## src/rtl/fetch_ctrl.sv

```systemverilog
// Instruction fetch controller: one-outstanding request FSM feeding a
// two-entry registered instruction buffer, with redirect/drop handling.

package rv32i_pkg;
    parameter int unsigned XLEN = 32;
    parameter int unsigned ILEN = 32;
endpackage

module fetch_ctrl
    import rv32i_pkg::*;
#(
    parameter logic [XLEN-1:0] RESET_PC = '0
) (
    input  logic            clk_in,
    input  logic            rst_n_in,
    output logic            imem_req_out,
    output logic [XLEN-1:0] imem_addr_out,
    input  logic            imem_gnt_in,
    input  logic            imem_rvalid_in,
    input  logic [ILEN-1:0] imem_rdata_in,
    output logic            instr_valid_out,
    output logic [ILEN-1:0] instr_out,
    output logic [XLEN-1:0] pc_out,
    input  logic            instr_ready_in,
    input  logic            redirect_in,
    input  logic [XLEN-1:0] redirect_pc_in
);

    typedef enum logic [1:0] {
        IDLE,
        REQ,
        RESP,
        DROP
    } state_e;

    state_e          state_q, state_d;
    logic [XLEN-1:0] fetch_pc_q, fetch_pc_d;
    logic            pend_q, pend_d;
    logic [XLEN-1:0] pend_pc_q, pend_pc_d;

    logic            head_v_q, head_v_d;
    logic [ILEN-1:0] head_instr_q, head_instr_d;
    logic [XLEN-1:0] head_pc_q, head_pc_d;
    logic            tail_v_q, tail_v_d;
    logic [ILEN-1:0] tail_instr_q, tail_instr_d;
    logic [XLEN-1:0] tail_pc_q, tail_pc_d;

    logic [XLEN-1:0] redir_pc;
    logic [XLEN-1:0] resp_pc;
    logic [1:0]      cnt;
    logic [1:0]      cnt_post;
    logic            pop;
    logic            push;

    assign redir_pc = redirect_pc_in & ~XLEN'(3);
    // The response in RESP always belongs to the address just before fetch_pc.
    assign resp_pc  = fetch_pc_q - XLEN'(4);
    assign cnt      = {1'b0, head_v_q} + {1'b0, tail_v_q};
    assign pop      = head_v_q & instr_ready_in;
    assign cnt_post = cnt + 2'd1 - {1'b0, pop};

    // Fetch FSM: next state, fetch PC and pending redirect target.
    always_comb begin
        state_d    = state_q;
        fetch_pc_d = fetch_pc_q;
        pend_d     = pend_q;
        pend_pc_d  = pend_pc_q;
        push       = 1'b0;
        unique case (state_q)
            IDLE: begin
                if (redirect_in) begin
                    fetch_pc_d = redir_pc;
                    state_d    = REQ;
                end else if (cnt < 2'd2) begin
                    state_d = REQ;
                end
            end
            REQ: begin
                if (imem_gnt_in) begin
                    pend_d = 1'b0;
                    if (redirect_in) begin
                        fetch_pc_d = redir_pc;
                        state_d    = DROP;
                    end else if (pend_q) begin
                        fetch_pc_d = pend_pc_q;
                        state_d    = DROP;
                    end else begin
                        fetch_pc_d = fetch_pc_q + XLEN'(4);
                        state_d    = RESP;
                    end
                end else if (redirect_in) begin
                    // Old request stays on the bus until granted.
                    pend_d    = 1'b1;
                    pend_pc_d = redir_pc;
                end
            end
            RESP: begin
                if (redirect_in) begin
                    fetch_pc_d = redir_pc;
                    state_d    = imem_rvalid_in ? REQ : DROP;
                end else if (imem_rvalid_in) begin
                    push    = 1'b1;
                    state_d = (cnt_post < 2'd2) ? REQ : IDLE;
                end
            end
            DROP: begin
                if (redirect_in) begin
                    fetch_pc_d = redir_pc;
                end
                if (imem_rvalid_in) begin
                    state_d = REQ;
                end
            end
            default: state_d = IDLE;
        endcase
    end

    // Two-entry buffer: head is the registered decode output, tail is spill.
    always_comb begin
        head_v_d     = head_v_q;
        head_instr_d = head_instr_q;
        head_pc_d    = head_pc_q;
        tail_v_d     = tail_v_q;
        tail_instr_d = tail_instr_q;
        tail_pc_d    = tail_pc_q;
        if (redirect_in) begin
            head_v_d = 1'b0;
            tail_v_d = 1'b0;
        end else begin
            if (pop) begin
                head_v_d = tail_v_q;
                tail_v_d = 1'b0;
                if (tail_v_q) begin
                    head_instr_d = tail_instr_q;
                    head_pc_d    = tail_pc_q;
                end
            end
            if (push) begin
                if (!head_v_d) begin
                    head_v_d     = 1'b1;
                    head_instr_d = imem_rdata_in;
                    head_pc_d    = resp_pc;
                end else begin
                    tail_v_d     = 1'b1;
                    tail_instr_d = imem_rdata_in;
                    tail_pc_d    = resp_pc;
                end
            end
        end
    end

    // State and buffer registers.
    always_ff @(posedge clk_in or negedge rst_n_in) begin
        if (!rst_n_in) begin
            state_q      <= IDLE;
            fetch_pc_q   <= RESET_PC;
            pend_q       <= 1'b0;
            pend_pc_q    <= '0;
            head_v_q     <= 1'b0;
            head_instr_q <= '0;
            head_pc_q    <= '0;
            tail_v_q     <= 1'b0;
            tail_instr_q <= '0;
            tail_pc_q    <= '0;
        end else begin
            state_q      <= state_d;
            fetch_pc_q   <= fetch_pc_d;
            pend_q       <= pend_d;
            pend_pc_q    <= pend_pc_d;
            head_v_q     <= head_v_d;
            head_instr_q <= head_instr_d;
            head_pc_q    <= head_pc_d;
            tail_v_q     <= tail_v_d;
            tail_instr_q <= tail_instr_d;
            tail_pc_q    <= tail_pc_d;
        end
    end

    assign imem_req_out    = (state_q == REQ);
    assign imem_addr_out   = fetch_pc_q;
    assign instr_valid_out = head_v_q;
    assign instr_out       = head_instr_q;
    assign pc_out          = head_pc_q;

endmodule

```

## config.mk

```make
export PLATFORM = sky130hd
export DESIGN_NAME = fetch_ctrl
export DESIGN_NICKNAME = d
export VERILOG_FILES = /design/src/rtl/fetch_ctrl.sv
export SDC_FILE = /design/constraint.sdc
export NUM_CORES = 1
export LEC_CHECK = 0
export ABC_AREA = 1
export CELL_PAD_IN_SITES_DETAIL_PLACEMENT = 1
export CELL_PAD_IN_SITES_GLOBAL_PLACEMENT = 2
export CORE_MARGIN = 5
export CORE_UTILIZATION = 28
export CTS_CLUSTER_DIAMETER = 60
export DETAILED_ROUTE_END_ITERATION = 10
export PLACE_DENSITY_LB_ADDON = 0.1
export SLEW_MARGIN = 5
export SYNTH_ARGS = -nofsm -noshare
export SYNTH_HDL_FRONTEND = slang
export SYNTH_SLANG_ARGS = --single-unit
```

## constraint.sdc

```tcl
create_clock -name clk_in -period 1.5 [get_ports clk_in]
set_input_delay 0.15 -clock clk_in [delete_from_list [all_inputs] [get_ports clk_in]]
set_output_delay 0.15 -clock clk_in [all_outputs]
set_load 0.03 [all_outputs]
```

# Word-level counts from Yosys, hierarchy flattened
# Cells that the tools add are included.
[classes]
shift = 0
div = 0
multipliers = 0
n_eq_ne = 8
magnitude_cmp = 2
reduce_logical = 8
add_sub_neg = 5
mux = 37
n_bitwise = 3
[ops]
columns = ["op", "count"]
rows = [
  ["2-to-1 mux 32 bit", 12],
  ["one-hot mux 32 bit (2 select lines)", 1],
  ["adder 32 x 3 -> 32 bit (second input constant)", 1],
  ["subtractor 32 x 3 -> 32 bit (second input constant)", 1],
  ["2-to-1 mux 1 bit", 16],
  ["2-to-1 mux 2 bit", 7],
  ["one-hot mux 2 bit (4 select lines)", 1],
  ["!= test 3 bit (second input constant)", 2],
  ["AND reduction 3 bit", 2],
  ["equality test 2 bit (second input constant)", 2],
  ["< comparator 2 bit (second input constant)", 2],
  ["!= test 2 x 1 -> 1 bit (second input constant)", 2],
  ["AND reduction 2 bit", 2],
  ["AND reduction 4 bit", 1],
  ["OR reduction 3 bit", 1],
  ["adder 1 x 1 -> 2 bit", 1],
  ["adder 2 x 1 -> 2 bit (second input constant)", 1],
  ["equality test 2 x 1 -> 1 bit (second input constant)", 1],
  ["zero test 2 bit", 1],
  ["!= test 2 bit (second input constant)", 1],
  ["NOT 1 bit", 2],
  ["nonzero test 2 bit", 1],
  ["subtractor 2 x 1 -> 2 bit", 1],
  ["AND 1 bit", 1],
]
[word_totals]
latchBits = 0
inputBits = 70
word_cells = 73
mem_bits_ro = 0
mem_bits_rw = 0
n_memories = 0
reg_bits = 195

# Longest topological paths before layout
[logic_depth]
depth_word = 8
mapped_depth = 11
ltp_nobuf = 10

# Worst setup path before layout
# No wires, ideal clock.
[synth_timing]
path_type = "reg-to-reg"
start = "register state_q[1]"
end = "register pend_pc_q[10]"
slack_ns = -0.386
setup_time_ns = 0.131
stages_incl_launch_ff = 9
n_path_buf = 1
required_ns = 1.369
arrival_time_ns = 1.755
path_cell_list = "dfrtp_1 -> inv_1 -> ha_1 -> inv_1 -> nor2_2 -> inv_1 -> nor2_2 -> clkbuf_1 -> o21ai_0"
[synth_via]
elab_chain_len = 2
[synth_lines]
columns = ["item", "line", "source"]
rows = [
  ["start: declaration", "36", "state_e state_q, state_d;"],
  ["start signal: assignment", "166", "state_q <= state_d;"],
  ["equality test 2 x 1 -> 1 bit", "--", ""],
  ["net imem_req_out", "16", "output logic imem_req_out,"],
  ["AND reduction 3 bit (no line)", "--", ""],
  ["end signal: assignment", "169", "pend_pc_q <= pend_pc_d;"],
  ["end: declaration", "39", "logic [XLEN-1:0] pend_pc_q, pend_pc_d;"],
]
# The timed path passes the listed nets, and every way through them passes these cells.
# A chain may end at the register's enable or synchronous reset.

# Worst setup path after layout
[layout_timing]
start = "register fetch_pc_q[4], in the netlist imem_addr_out[4]"
end = "register head_pc_q[19], in the netlist pc_out[19]"
[layout_via]
elab_chain_len = 3
[layout_lines]
columns = ["item", "line", "source"]
rows = [
  ["start: declaration", "37", "logic [XLEN-1:0] fetch_pc_q, fetch_pc_d;"],
  ["start signal: assignment", "167", "fetch_pc_q <= fetch_pc_d;"],
  ["subtractor 32 x 3 -> 32 bit", "57", "assign resp_pc = fetch_pc_q - XLEN'(4);"],
  ["2-to-1 mux 32 bit", "139", "if (!head_v_d) begin"],
  ["2-to-1 mux 32 bit", "138", "if (push) begin"],
  ["end signal: assignment", "172", "head_pc_q <= head_pc_d;"],
  ["end: declaration", "43", "logic [XLEN-1:0] head_pc_q, head_pc_d;"],
]
# Every way passes these cells.

==> summary.txt <==
sequential-to-total area share from yosys stat: 0.474
Filler cells: 4144
Tcrit/Tclk final: 1.18
hpwl dp: 28.2 mm
Post-synth EDFFs: 0
Design Area, Final: 16700 µm²
I/O Pins: 168
CTS Sinks: 191
Leak: 7.73 nW
dpl ws: -0.306 ns
total gr overflow: 0
first-pass GRT wire length: 61.3 mm
fin crit period: 1.76 ns
Clock transition at path regs: 0.08 ns
RSZ-0062 raised after global routing: true
Cell Pwr Density: 1900 nW/µm²
TritonCTS buffer count: 17
initial antenna violation count: 0
Max-Cap Viols: 0
Clock Latency Late Sink: 0.46 ns
grt met1 use: 0.265
Setup crit start kind: flop
Slew Limit Fails: 0
critical path endpoint category: flop
Yosys cell types: 35
Final WS setup: -0.264 ns
Fin. Hold Viols: 0
Hold Path Class: in -> reg
area of the multi-input gates: 5860 µm²
WP data arrival: 2.11 ns
GRT met3 Usage: 0.0309
Die H: 200 µm
Placement Cell Area: 13900 µm²
Max clock buf depth: 2
routing usage on met2: 0.337
DRT Wirelength: 42.8 mm
GRT Total Usage: 0.196
H-tree depth: 4
Synth Flop Type: dfrtp_1
Final #Nets: 1807
Min Hold Slack: 0.0387 ns
drt first pass iters: 4
initial DRC count: 426
Root Buffer: clkbuf_16
Area Growth Syn to Fin: 65.9%
violated checks: negative setup slack
total power draw: 31.8 mW
highest net fanout along the worst path: 6
final setup vio count: 191
Post-Synthesis Cells: 1359
clock skew: 0.0126 ns
Inserted Diodes: 0
total number of vias: 10.5k
async set or reset register ratio after synthesis: 1.00
Routed Antenna Nets: 0
number of port buffers: 163
largest net degree at the start of global routing: 61
status: complete, but fails checks
average size of a mapped cell: 7.42 µm²
final design utilization: 0.470
core region area: 35600 µm²
Vias per Instance: 4.77
Worst Path Required: 1.85 ns
CP Class: reg -> reg
die area: 39900 µm²
# rows: 69
routed length per instance: 19.4 µm
Initial Util: 0.283
layout cells sized above 1: 0.371
highest achievable clock rate: 567 MHz
Synth Register Bits: 191
peak supply drop: 1.08 mV
GPL Wtd Cong: 0.838
register area: 4810 µm²
# DRC: 0
GRT busiest layer: met2
Mapped Area: 10100 µm²
Die X-Extent: 200 µm
CTS tree: built
Ys Warns: 0
number of global-route vias before repair: 10.9k
worst paths after layout:
path | startpoint | endpoint | slack [ns] | depth (start not counted)
min in group asynchronous | rst_n_in | instr_valid_out$_DFF_PN0_ | 0.17 | 2
hold / removal | redirect_in | instr_valid_out$_DFF_PN0_ | 0.04 | 2
setup / recovery | imem_addr_out[4]$_DFFE_PN0P_ | pc_out[19]$_DFFE_PN0N_ | -0.26 | 11
max in group asynchronous | rst_n_in | imem_addr_out[5]$_DFFE_PN0P_ | 0.71 | 3
hold reg to reg | tail_pc_q[16]$_DFFE_PN0P_ | tail_pc_q[16]$_DFFE_PN0P_ | 0.48 | 2
setup reg to reg | imem_addr_out[4]$_DFFE_PN0P_ | pc_out[19]$_DFFE_PN0N_ | -0.26 | 11
repair_timing:
action / CTS / global route
pin swaps: 40 / 47
hold buffers: 1 / 0
hold endpoints to repair: 191 / 0
gates resized for setup: 349 / 285
buffers inserted: 35 / 19
endpoints found under the setup margin: 276 / 202
cloned: 4 / 17
per-layer routing:
metal,vias up,wire [µm]
met3,35,1170
met1,5193,19400
met4,0,714
li1,5127,-
met2,151,21500
met5,-,0
power breakdown:
part,total (mW),leakage [nW],internal (mW),switching (mW)
Combinational,18.4,5.06,7.87,10.5
Sequential,8.66,2.39,6.99,1.68
Clock,4.77,0.289,2.41,2.36
registers in the layout, indices dropped and copies added (netlist names):
register / flops
state_q: 2
tail_v_q: 1
pc_out: 32
instr_valid_out: 1
tail_pc_q: 30
pend_pc_q: 30
pend_q: 1
tail_instr_q: 32
instr_out: 32
imem_addr_out: 30
cells in the mapped netlist (4+ instances only):
master / number / share of area
inv_2: 8 / 0.0030
nand2_2: 7 / 0.0043
a22oi_1: 13 / 0.0097
nor2_2: 13 / 0.0081
nor2_4: 5 / 0.0056
nand2_1: 381 / 0.14
ha_1: 7 / 0.0087
nand3_1: 61 / 0.030
dfrtp_1: 191 / 0.47
o21ai_1: 21 / 0.010
buf_2: 30 / 0.015
o21ai_0: 90 / 0.045
nor2_1: 194 / 0.072
o22ai_1: 36 / 0.022
clkbuf_1: 34 / 0.013
nand4_1: 6 / 0.0037
clkbuf_2: 4 / 0.0020
xor2_1: 22 / 0.019
a21oi_1: 99 / 0.049
inv_1: 102 / 0.038
a31oi_1: 17 / 0.011
cell families after synthesis:
kind of cell / Yosys count / synth area share
buffers and inverters: 184 / 0.0750
adders and majority gates: 7 / 0.00869
and+or+nand+nor: 672 / 0.270
xor gates and xnor gates: 23 / 0.0200
DFF: 191 / 0.474
other: 1 / 0.000372
AOI/OAI and AO/OA: 281 / 0.152
worst max-delay path, cell delays in order, from the launching register on:
cell	delay, ns
dfrtp_2	0.41
buf_6	0.14
nor2_4	0.11
nand2_2	0.08
nor2_4	0.16
buf_6	0.15
nand2_8	0.08
buf_4	0.15
o21ai_4	0.14
nand3_2	0.10
nand3_1	0.08
nand2_1	0.05
through the flow:
step           TNS (ns)  std cells
4_1_cts          -23.03       2173
6_report         -27.15       2204
5_1_grt          -43.21       2204
3_3_place_gp     -27.86       2102
2_1_floorplan     -2.85       1360
3_5_place_dp     -34.42       2102
cell type report:
type,instances,area share
Timing Repair Buffer,425,0.265
Clock inverter,13,0.00875
Inverter,110,0.0265
Tap cell,461,0.0345
Multi-Input combinational cell,985,0.351
Clock buffer,19,0.0265
Sequential cell,191,0.288
layout by cell type (no fill, tap or decap), types with 38 or more instances in the layout:
cell type | netlist | layout
nand2_2 | 7 | 51
clkdlybuf4s50_1 | 0 | 65
nor2_1 | 194 | 141
dfrtp_1 | 191 | 164
buf_4 | 2 | 159
nor2_4 | 5 | 38
nand2_1 | 381 | 309
a21oi_2 | 0 | 40
a21oi_1 | 99 | 56
buf_6 | 2 | 60
dlygate4sd2_1 | 0 | 63
inv_1 | 102 | 92
o21ai_1 | 21 | 47
Note: power is estimated with default switching activity, not from simulation.
